`config.mk`:
```
export PLATFORM = sky130hd
export DESIGN_NAME = beam_prb_pwr_flat
export DESIGN_NICKNAME = d
export VERILOG_FILES = /design/src/rtl/beam_prb_pwr_if.sv /design/src/rtl/beam_prb_pwr.sv /design/src/flat_wrapper.sv
export SDC_FILE = /design/constraint.sdc
export NUM_CORES = 2
export LEC_CHECK = 0
export CORE_MARGIN = 2
export CORE_UTILIZATION = 55
export CTS_CLUSTER_SIZE = 25
export DETAILED_ROUTE_END_ITERATION = 12
export PLACE_DENSITY = 0.85
export SYNTH_ARGS = -nofsm -noshare
export SYNTH_HDL_FRONTEND = slang
export SYNTH_SLANG_ARGS = --single-unit
```
`constraint.sdc`:
```
create_clock -name i_clk -period 8.48 [get_ports i_clk]
set_input_delay 1.696 -clock i_clk [delete_from_list [all_inputs] [get_ports i_clk]]
set_output_delay 1.696 -clock i_clk [all_outputs]
set_load 0.01 [all_outputs]
```
`src/rtl/beam_prb_pwr_if.sv`:
```
// rtl/beam_prb_pwr_if.sv - beam-sum input stream and PRB power result bundle
interface beam_prb_pwr_if #(
  parameter int IW = 32,
  parameter int OW = 40
);
  logic [IW-1:0] i_sum_data;
  logic          i_rvalid;
  logic          i_sop;
  logic [OW-1:0] o_prb_pwr;
  logic [7:0]    o_prb_idx;
  logic          o_pvalid;
  logic          o_last;
  logic          o_err;
  logic [OW-1:0] o_peak_pwr;
  logic [7:0]    o_peak_idx;

  modport master (
    output i_sum_data, i_rvalid, i_sop,
    input  o_prb_pwr, o_prb_idx, o_pvalid, o_last, o_err, o_peak_pwr, o_peak_idx
  );

  modport slave (
    input  i_sum_data, i_rvalid, i_sop,
    output o_prb_pwr, o_prb_idx, o_pvalid, o_last, o_err, o_peak_pwr, o_peak_idx
  );
endinterface

```
`src/rtl/beam_prb_pwr.sv`:
```
// rtl/beam_prb_pwr.sv - per-PRB |x|^2 integrator; BEAM_PRB_PEAK_EN builds the per-symbol peak tracker
module beam_prb_pwr #(
  parameter int IW         = 32,
  parameter int RE_PER_PRB = 12,
  parameter int NUM_PRB    = 40,
  parameter int OW         = 40
) (
  input logic           i_clk,
  input logic           reset,
  beam_prb_pwr_if.slave bus
);
  localparam int HW  = IW / 2;
  localparam int SQW = 2 * HW - 1;
  localparam int SW  = 2 * HW;
  localparam int AW  = 35;
  localparam int CW  = (RE_PER_PRB > 1) ? $clog2(RE_PER_PRB) : 1;

  typedef enum logic {
    ST_IDLE,
    ST_ACC
  } state_t;

  state_t        state;
  state_t        state_nxt;
  logic [CW-1:0] re_cnt;
  logic [CW-1:0] re_cnt_nxt;
  logic [CW-1:0] re_pos;
  logic [7:0]    prb_cnt;
  logic [7:0]    prb_cnt_nxt;
  logic [7:0]    prb_pos;
  logic          re_err;
  logic          re_first;
  logic          re_last;
  logic          prb_last;

  logic signed [SW-1:0] re_ext;
  logic signed [SW-1:0] im_ext;
  logic [SQW-1:0]       re_sq;
  logic [SQW-1:0]       im_sq;

  logic           s1_valid;
  logic [SQW-1:0] s1_re2;
  logic [SQW-1:0] s1_im2;
  logic           s1_first;
  logic           s1_last;
  logic           s1_prb_last;
  logic           s1_err;
  logic [7:0]     s1_prb;

  logic           s2_valid;
  logic [SW-1:0]  s2_sum;
  logic           s2_first;
  logic           s2_last;
  logic           s2_prb_last;
  logic           s2_err;
  logic [7:0]     s2_prb;

  logic [AW-1:0]  acc;
  logic [AW-1:0]  acc_base;
  logic [AW-1:0]  acc_sum;

  logic [OW-1:0]  prb_pwr_q;
  logic [7:0]     prb_idx_q;
  logic           pvalid_q;
  logic           last_q;
  logic           err_q;

  // Control state register and RE/PRB position counters
  always_ff @(posedge i_clk) begin
    if (reset) begin
      state   <= ST_IDLE;
      re_cnt  <= '0;
      prb_cnt <= '0;
    end else begin
      state   <= state_nxt;
      re_cnt  <= re_cnt_nxt;
      prb_cnt <= prb_cnt_nxt;
    end
  end

  // Decide where the incoming RE lands (RE/PRB position) and whether a sop truncates a partial PRB
  always_comb begin
    state_nxt   = state;
    re_cnt_nxt  = re_cnt;
    prb_cnt_nxt = prb_cnt;
    re_pos      = re_cnt;
    prb_pos     = prb_cnt;
    re_err      = 1'b0;
    if (bus.i_rvalid) begin
      case (state)
        ST_IDLE: begin
          re_pos    = '0;
          prb_pos   = '0;
          state_nxt = ST_ACC;
        end
        default: begin
          if (bus.i_sop) begin
            re_err  = (re_cnt != '0);
            re_pos  = '0;
            prb_pos = '0;
          end
        end
      endcase
      if (re_pos == CW'(RE_PER_PRB - 1)) begin
        re_cnt_nxt  = '0;
        prb_cnt_nxt = (prb_pos == 8'(NUM_PRB - 1)) ? 8'd0 : prb_pos + 8'd1;
      end else begin
        re_cnt_nxt  = re_pos + CW'(1);
        prb_cnt_nxt = prb_pos;
      end
    end
  end

  assign re_first = (re_pos == '0);
  assign re_last  = (re_pos == CW'(RE_PER_PRB - 1));
  assign prb_last = (prb_pos == 8'(NUM_PRB - 1));

  // Squares fit in SQW bits even for -32768^2, so the truncation drops only zero bits
  assign re_ext = {{HW{bus.i_sum_data[IW-1]}}, bus.i_sum_data[IW-1:HW]};
  assign im_ext = {{HW{bus.i_sum_data[HW-1]}}, bus.i_sum_data[HW-1:0]};
  assign re_sq  = SQW'(re_ext * re_ext);
  assign im_sq  = SQW'(im_ext * im_ext);

  // Stage 1: register re^2, im^2 with the RE's position tags
  always_ff @(posedge i_clk) begin
    if (reset) begin
      s1_valid    <= 1'b0;
      s1_re2      <= '0;
      s1_im2      <= '0;
      s1_first    <= 1'b0;
      s1_last     <= 1'b0;
      s1_prb_last <= 1'b0;
      s1_err      <= 1'b0;
      s1_prb      <= '0;
    end else begin
      s1_valid <= bus.i_rvalid;
      if (bus.i_rvalid) begin
        s1_re2      <= re_sq;
        s1_im2      <= im_sq;
        s1_first    <= re_first;
        s1_last     <= re_last;
        s1_prb_last <= prb_last;
        s1_err      <= re_err;
        s1_prb      <= prb_pos;
      end
    end
  end

  // Stage 2: register |x|^2 = re^2 + im^2
  always_ff @(posedge i_clk) begin
    if (reset) begin
      s2_valid    <= 1'b0;
      s2_sum      <= '0;
      s2_first    <= 1'b0;
      s2_last     <= 1'b0;
      s2_prb_last <= 1'b0;
      s2_err      <= 1'b0;
      s2_prb      <= '0;
    end else begin
      s2_valid <= s1_valid;
      if (s1_valid) begin
        s2_sum      <= {1'b0, s1_re2} + {1'b0, s1_im2};
        s2_first    <= s1_first;
        s2_last     <= s1_last;
        s2_prb_last <= s1_prb_last;
        s2_err      <= s1_err;
        s2_prb      <= s1_prb;
      end
    end
  end

  // RE 0 of a PRB starts from zero, which also discards any partial PRB cut short by a sop
  assign acc_base = s2_first ? '0 : acc;
  assign acc_sum  = acc_base + AW'(s2_sum);

  // Stage 3: integrate, and emit the PRB word when its last RE arrives
  always_ff @(posedge i_clk) begin
    if (reset) begin
      acc       <= '0;
      prb_pwr_q <= '0;
      prb_idx_q <= '0;
      pvalid_q  <= 1'b0;
      last_q    <= 1'b0;
      err_q     <= 1'b0;
    end else begin
      pvalid_q <= 1'b0;
      last_q   <= 1'b0;
      err_q    <= 1'b0;
      if (s2_valid) begin
        err_q <= s2_err;
        if (s2_last) begin
          prb_pwr_q <= OW'(acc_sum);
          prb_idx_q <= s2_prb;
          pvalid_q  <= 1'b1;
          last_q    <= s2_prb_last;
          acc       <= '0;
        end else begin
          acc <= acc_sum;
        end
      end
    end
  end

  assign bus.o_prb_pwr = prb_pwr_q;
  assign bus.o_prb_idx = prb_idx_q;
  assign bus.o_pvalid  = pvalid_q;
  assign bus.o_last    = last_q;
  assign bus.o_err     = err_q;

`ifdef BEAM_PRB_PEAK_EN
  logic [AW-1:0] trk_pwr;
  logic [7:0]    trk_idx;
  logic          trk_take;
  logic [AW-1:0] trk_pwr_nxt;
  logic [7:0]    trk_idx_nxt;
  logic [OW-1:0] peak_pwr_q;
  logic [7:0]    peak_idx_q;

  // PRB 0 opens a fresh symbol; strict compare keeps the lowest index on ties
  assign trk_take    = (s2_prb == 8'd0) || (acc_sum > trk_pwr);
  assign trk_pwr_nxt = trk_take ? acc_sum : trk_pwr;
  assign trk_idx_nxt = trk_take ? s2_prb : trk_idx;

  // Track the strongest PRB and publish it with the symbol's last PRB
  always_ff @(posedge i_clk) begin
    if (reset) begin
      trk_pwr    <= '0;
      trk_idx    <= '0;
      peak_pwr_q <= '0;
      peak_idx_q <= '0;
    end else if (s2_valid && s2_last) begin
      trk_pwr <= trk_pwr_nxt;
      trk_idx <= trk_idx_nxt;
      if (s2_prb_last) begin
        peak_pwr_q <= OW'(trk_pwr_nxt);
        peak_idx_q <= trk_idx_nxt;
      end
    end else if (s2_valid && s2_first && s2_prb == 8'd0) begin
      trk_pwr <= '0;
      trk_idx <= '0;
    end
  end

  assign bus.o_peak_pwr = peak_pwr_q;
  assign bus.o_peak_idx = peak_idx_q;
`else
  assign bus.o_peak_pwr = '0;
  assign bus.o_peak_idx = '0;
`endif

endmodule

```
`src/flat_wrapper.sv`:
```
// flat-port wrapper written by rule: the top's interface ports become plain ports
module beam_prb_pwr_flat 
#(
  parameter int IW         = 32,
  parameter int RE_PER_PRB = 12,
  parameter int NUM_PRB    = 40,
  parameter int OW         = 40
)
  (i_clk, reset, bus_i_sum_data, bus_i_rvalid, bus_i_sop, bus_o_prb_pwr, bus_o_prb_idx, bus_o_pvalid, bus_o_last, bus_o_err, bus_o_peak_pwr, bus_o_peak_idx);
  beam_prb_pwr_if #(.IW(IW), .OW(OW)) bus_i ();
  input logic i_clk;
  input logic reset;
  input wire logic [$bits(bus_i.i_sum_data)-1:0] bus_i_sum_data;
  input wire logic [$bits(bus_i.i_rvalid)-1:0] bus_i_rvalid;
  input wire logic [$bits(bus_i.i_sop)-1:0] bus_i_sop;
  output wire logic [$bits(bus_i.o_prb_pwr)-1:0] bus_o_prb_pwr;
  output wire logic [$bits(bus_i.o_prb_idx)-1:0] bus_o_prb_idx;
  output wire logic [$bits(bus_i.o_pvalid)-1:0] bus_o_pvalid;
  output wire logic [$bits(bus_i.o_last)-1:0] bus_o_last;
  output wire logic [$bits(bus_i.o_err)-1:0] bus_o_err;
  output wire logic [$bits(bus_i.o_peak_pwr)-1:0] bus_o_peak_pwr;
  output wire logic [$bits(bus_i.o_peak_idx)-1:0] bus_o_peak_idx;
  assign bus_i.i_sum_data = bus_i_sum_data;
  assign bus_i.i_rvalid = bus_i_rvalid;
  assign bus_i.i_sop = bus_i_sop;
  assign bus_o_prb_pwr = bus_i.o_prb_pwr;
  assign bus_o_prb_idx = bus_i.o_prb_idx;
  assign bus_o_pvalid = bus_i.o_pvalid;
  assign bus_o_last = bus_i.o_last;
  assign bus_o_err = bus_i.o_err;
  assign bus_o_peak_pwr = bus_i.o_peak_pwr;
  assign bus_o_peak_idx = bus_i.o_peak_idx;
  beam_prb_pwr #(.IW(IW), .RE_PER_PRB(RE_PER_PRB), .NUM_PRB(NUM_PRB), .OW(OW)) u_core (.i_clk(i_clk), .reset(reset), .bus(bus_i));
endmodule
```
After elaboration in Yosys (flattened, before gate mapping) --
Index checks and enable logic that the tools add are counted.
Storage, ports and cells: register bits 214, logic and storage cells 57, output and inout port bits 99, input port bits 36
Operators by class: reduce and logical (&&, ||, !) cells 5, equal/unequal tests 4, bitwise logic cells 2, $add $sub $neg 4, $mul 2, mux-type cells 16
Operator list (count):
- two-way mux 35 bit | 2
- multiplier 16 x 16 -> 31 bit | 2
- two-way mux 8 bit | 6
- adder 35 x 32 -> 35 bit | 1
- adder 31 x 31 -> 32 bit | 1
- two-way mux 4 bit | 5
- equality test 8 x 6 -> 1 bit (second input constant) | 2
- adder 8 x 1 -> 8 bit (second input constant) | 1
- equality test 4 bit (second input constant) | 2
- adder 4 x 1 -> 4 bit (second input constant) | 1
- zero test 4 bit | 1
- nonzero test 4 bit | 1
- two-way mux 1 bit | 3
- OR reduction 3 bit | 1
- inverter 1 bit | 2
- AND reduction 2 bit | 1
- OR reduction 2 bit | 1

Depth between registers and ports, before layout --
depth after elaboration 6, gate-level depth with buffers 25

Worst setup path after synthesis --
Ideal clock, no wire load.
path kind input to register, start point input bus_i_sum_data[17], end point register u_core.s1_re2[22], setup time 0.116 ns, slack 0.959 ns, path buffers 2, arrival time 7.404 ns, cell stages on the path 22, path through clkbuf_1 clkbuf_1 nand2_1 fa_1 fa_1 fa_1 inv_1 fa_1 fa_1 inv_1 fa_1 inv_1 ha_1 a21oi_1 nand2_1 a211oi_1 o21ai_1 a21boi_0 o21bai_1 a21oi_1 mux2_2 a31o_2
On the way: cells in the longest elaborated chain, start to end 1
RTL lines:
- start, declared | RTL line flat_wrapper.sv:13 | input wire logic [$bits(bus_i.i_sum_data)-1:0] bus_i_sum_data;
- multiplier 16 x 16 -> 31 bit | RTL line beam_prb_pwr.sv:121 | assign re_sq = SQW'(re_ext * re_ext);
- end signal, assigned | RTL line beam_prb_pwr.sv:138 | s1_re2 <= re_sq;
- end, declared | RTL line beam_prb_pwr.sv:42 | logic [SQW-1:0] s1_re2;
No other way between the ends. A chain may end at the register's enable or synchronous reset.

Worst setup path in the final report --
start point input bus_i_sum_data[12], end point register u_core.s1_im2[30]
On the way: cells in the longest elaborated chain, start to end 1
RTL lines:
- multiplier 16 x 16 -> 31 bit | RTL line beam_prb_pwr.sv:122 | assign im_sq = SQW'(im_ext * im_ext);
- end signal, assigned | RTL line beam_prb_pwr.sv:139 | s1_im2 <= im_sq;
- end, declared | RTL line beam_prb_pwr.sv:43 | logic [SQW-1:0] s1_im2;
No other way between the ends.

==> qor.yml <==
ios: 135
nNetsFinal: 3977
rsz0062_at_grt: "no"
die_area_um2: 52900
grt_pass1_vias: 22400
post_cts_resized: 0
path_depth: 24
crit_slowest_cell: "clkdlybuf4s50_1"
max_cap_violations: 0
ant_nets: 0
start_util: 0.559
crit_arrival_ns: 8.32
critPathTopFamily: "adder cells"
yosys.area.top_type: "fa_1"
ys.flop_type: "dfxtp_1"
slew_headroom: 0.360
gr-usage-met1: 0.312
die_width_um: 230
netlist_top_cells_area: "fa_1, dfxtp_1, ha_1, inv_1, nand2_1"
routedWlPerCell_um: 15.8
netlist_area_um2: 28100
insertion_delay_ns: 0.53
grt_remaining_overflow: 0
antenna_cells: 0
gp_congestion: 0.930
skew_ns: 0.0372
synth_edf_count: 0
final_cell_area_um2: 30500
grt_first_pass_wirelength_mm: 106
setup_viol: 0
synth_top_area_frac: 0.327
crit_path_end_kind: "flip-flop"
drc: 0
worstRegToRegCells: 12
post-route-min-period_ns: 7.95
clk_pin_slew_ns: 0.06
h-tree-depth: 1
regArea_um2: 4250
clock_path_buffers: 3
die_h_um: 230
met3_usage: 0.0236
syn_inst: 3190
synthSimpleGateAreaFrac: 0.129
cts_tree: "built"
dp_hpwl_mm: 51.2
path_buf_inv: 6
drt-total-wl_mm: 62.2
grt_max_degree: 104
post_synth_num_cell_types: 77
holdWs_ns: 0.447
finalMaxSlewViolations: 0
synthAdderAreaFrac: 0.430
synth_seq_cells: 212
max_freq_mhz: 126
root_buffer: "clkbuf_16"
tightest_slew_ns: 0.960
met2_usage: 0.432
hold_viol_final: 0
synth_compound_area_frac: 0.106
cp_max_fo: 7
cp_common_cell: "fa_1"
drt_iter0_markers: 1499
hold_buffers: 0
gr-usage-all-layers: 0.243
worstPathCellList: "clkdlybuf4s50_1, buf_4, inv_1, nor2_1, ha_1, xor2_1, fa_1, fa_1, inv_1, fa_1, fa_1, inv_1, fa_1, inv_1, ha_1, nand4_1, nor3_1, o21ai_0, a31oi_1, a2111oi_2, o21ai_1, a41oi_2, xnor2_1, a211oi_1"
cts_setup_buffers: 0
synth-xor-area-share: 0.0402
synth.yosys.seq_area_share: 0.151
syn_to_final_growth_pct: 8.43
period_share: 0.937
synth.area.mux_share: 0.0260
fill_cells: 4189
rows: 82
core-area_um2: 50300
ys_warn_count: 0
required_ns: 8.85
vias_per_cell: 5.40
place.port_buffers: 81
postSynth.asyncResetShare: 0
num_vias: 21300
dr.pass1.iters: 7
postSynthAreaPerCell_um2: 8.81
critPathKind: "input pin to flip-flop"
drive_gt1_frac: 0.0468
min_path_cells: 2
antenna_found_initial: 0
tns_ns: 0
placed_area_um2: 29700
grt.busiest_layer: "met2"
clock-sinks: 212
multi_input_area_um2: 20700
crit_path_start_kind: "input pin"
cts_buffers: 23
hp-class: "flip-flop to flip-flop"
status: "finished, final reports clean"
cpPeakStageDelay_ns: 0.71
synth_top_family_by_area: "adder cells"
-- synth_stat cells (21+ instances only) --
| master | n |
|---|---|
| inv_1 | 659 |
| fa_1 | 459 |
| nand2_1 | 301 |
| nor2_1 | 256 |
| ha_1 | 231 |
| dfxtp_1 | 212 |
| a21oi_1 | 138 |
| clkbuf_1 | 104 |
| xnor2_1 | 95 |
| and2_1 | 71 |
| mux2i_1 | 67 |
| o21ai_0 | 65 |
| buf_4 | 53 |
| a21o_1 | 47 |
| nor2b_1 | 42 |
| xor2_1 | 34 |
| nand3_1 | 33 |
| a211oi_1 | 30 |
| nor3_1 | 29 |
| a22oi_1 | 21 |
-- state kept, by name, indices dropped and copies added, names as in the netlist, 4 cells and up --
name,flops
u_core.bus.o_prb_idx,8
u_core.acc,35
u_core.s1_re2,30
u_core.s1_im2,30
u_core.re_cnt,4
u_core.s2_prb,8
u_core.prb_cnt,8
u_core.s1_prb,8
u_core.bus.o_prb_pwr,35
u_core.s2_sum,32
-- final timing paths --
| path | from | endpoint | slack, ns |
|---|---|---|---|
| hold reg to reg | u_core.s2_prb[1] | u_core.bus.o_prb_idx[1] | 0.45 |
| hold / removal | u_core.s2_prb[1] | u_core.bus.o_prb_idx[1] | 0.45 |
| setup reg to reg | u_core.s2_first | u_core.acc[28] | 4.65 |
| setup / recovery | bus_i_sum_data[12] | u_core.s1_im2[30] | 0.53 |
-- routing by layer --
metal	part of all wire	vias to the layer above
met5	0	-
met4	0.029	0
met3	0.050	148
met2	0.51	621
met1	0.41	10500
li1	-	9999
-- per-stage QoR --
| stage | utilization | std cells | worst slack, ns |
|---|---|---|---|
| 2_1_floorplan | - | 3242 | 0.959 |
| 3_3_place_gp | 0.590 | 3898 | 0.215 |
| 3_5_place_dp | 0.590 | 3898 | 0.0964 |
| 4_1_cts | 0.606 | 3939 | 0.639 |
| 5_1_grt | 0.606 | 3939 | 0.208 |
| 6_report | 0.606 | 3939 | 0.532 |
-- cell usage in the layout (no fill, tap or decap), types with 6 or more instances in the layout --
cell and count:
nor2b_1 42, nor2_1 256, nand2_1 301, ha_1 231
o31ai_1 10, nand2b_1 14, clkbuf_16 23, conb_1 53
xnor2_1 95, nand3_1 33, o21a_1 16, o21bai_1 19
clkdlybuf4s50_1 79, a32oi_1 7, a211oi_1 30, a22oi_1 21
a31oi_1 8, mux2i_1 67, a21o_1 47, fa_1 459
and3_1 19, buf_4 72, or3_1 7, a31o_2 11
or2_2 6, a21oi_1 138, inv_1 659, and2_1 71
o21ai_0 65, xor2_1 34, o21ai_1 11, clkbuf_8 7
dfxtp_1 211, nand4_1 12, nor3_1 29
-- cells by family (layout without fill, tap and decap cells) --
| kind of cell | count (synthesis) | in the layout |
|---|---|---|
| compound gates | 447 | 447 |
| xor+xnor | 129 | 129 |
| fa+ha+maj | 690 | 690 |
| buf+inv | 830 | 855 |
| flops | 212 | 212 |
| mux | 72 | 72 |
| other cells | 1 | 53 |
| simple gates | 809 | 809 |
-- tightest hold or removal path, stage by stage (launching register included) --
cell,delay [ns]
dfxtp_1,0.30
nand2_1,0.05
a21oi_1,0.05
-- area by class of cell --
class / instances / share of cell area
Sequential cell: 212 / 0.139
Tap cell: 672 / 0.0276
Clock inverter: 9 / 0.00464
Timing Repair Buffer: 152 / 0.0440
Multi-Input combinational cell: 2200 / 0.681
Clock buffer: 32 / 0.0223
Inverter: 662 / 0.0815
Power is left out: the tool's default activity adds up to more than one toggle a clock period on the data nets, which glitch-free logic cannot reach.
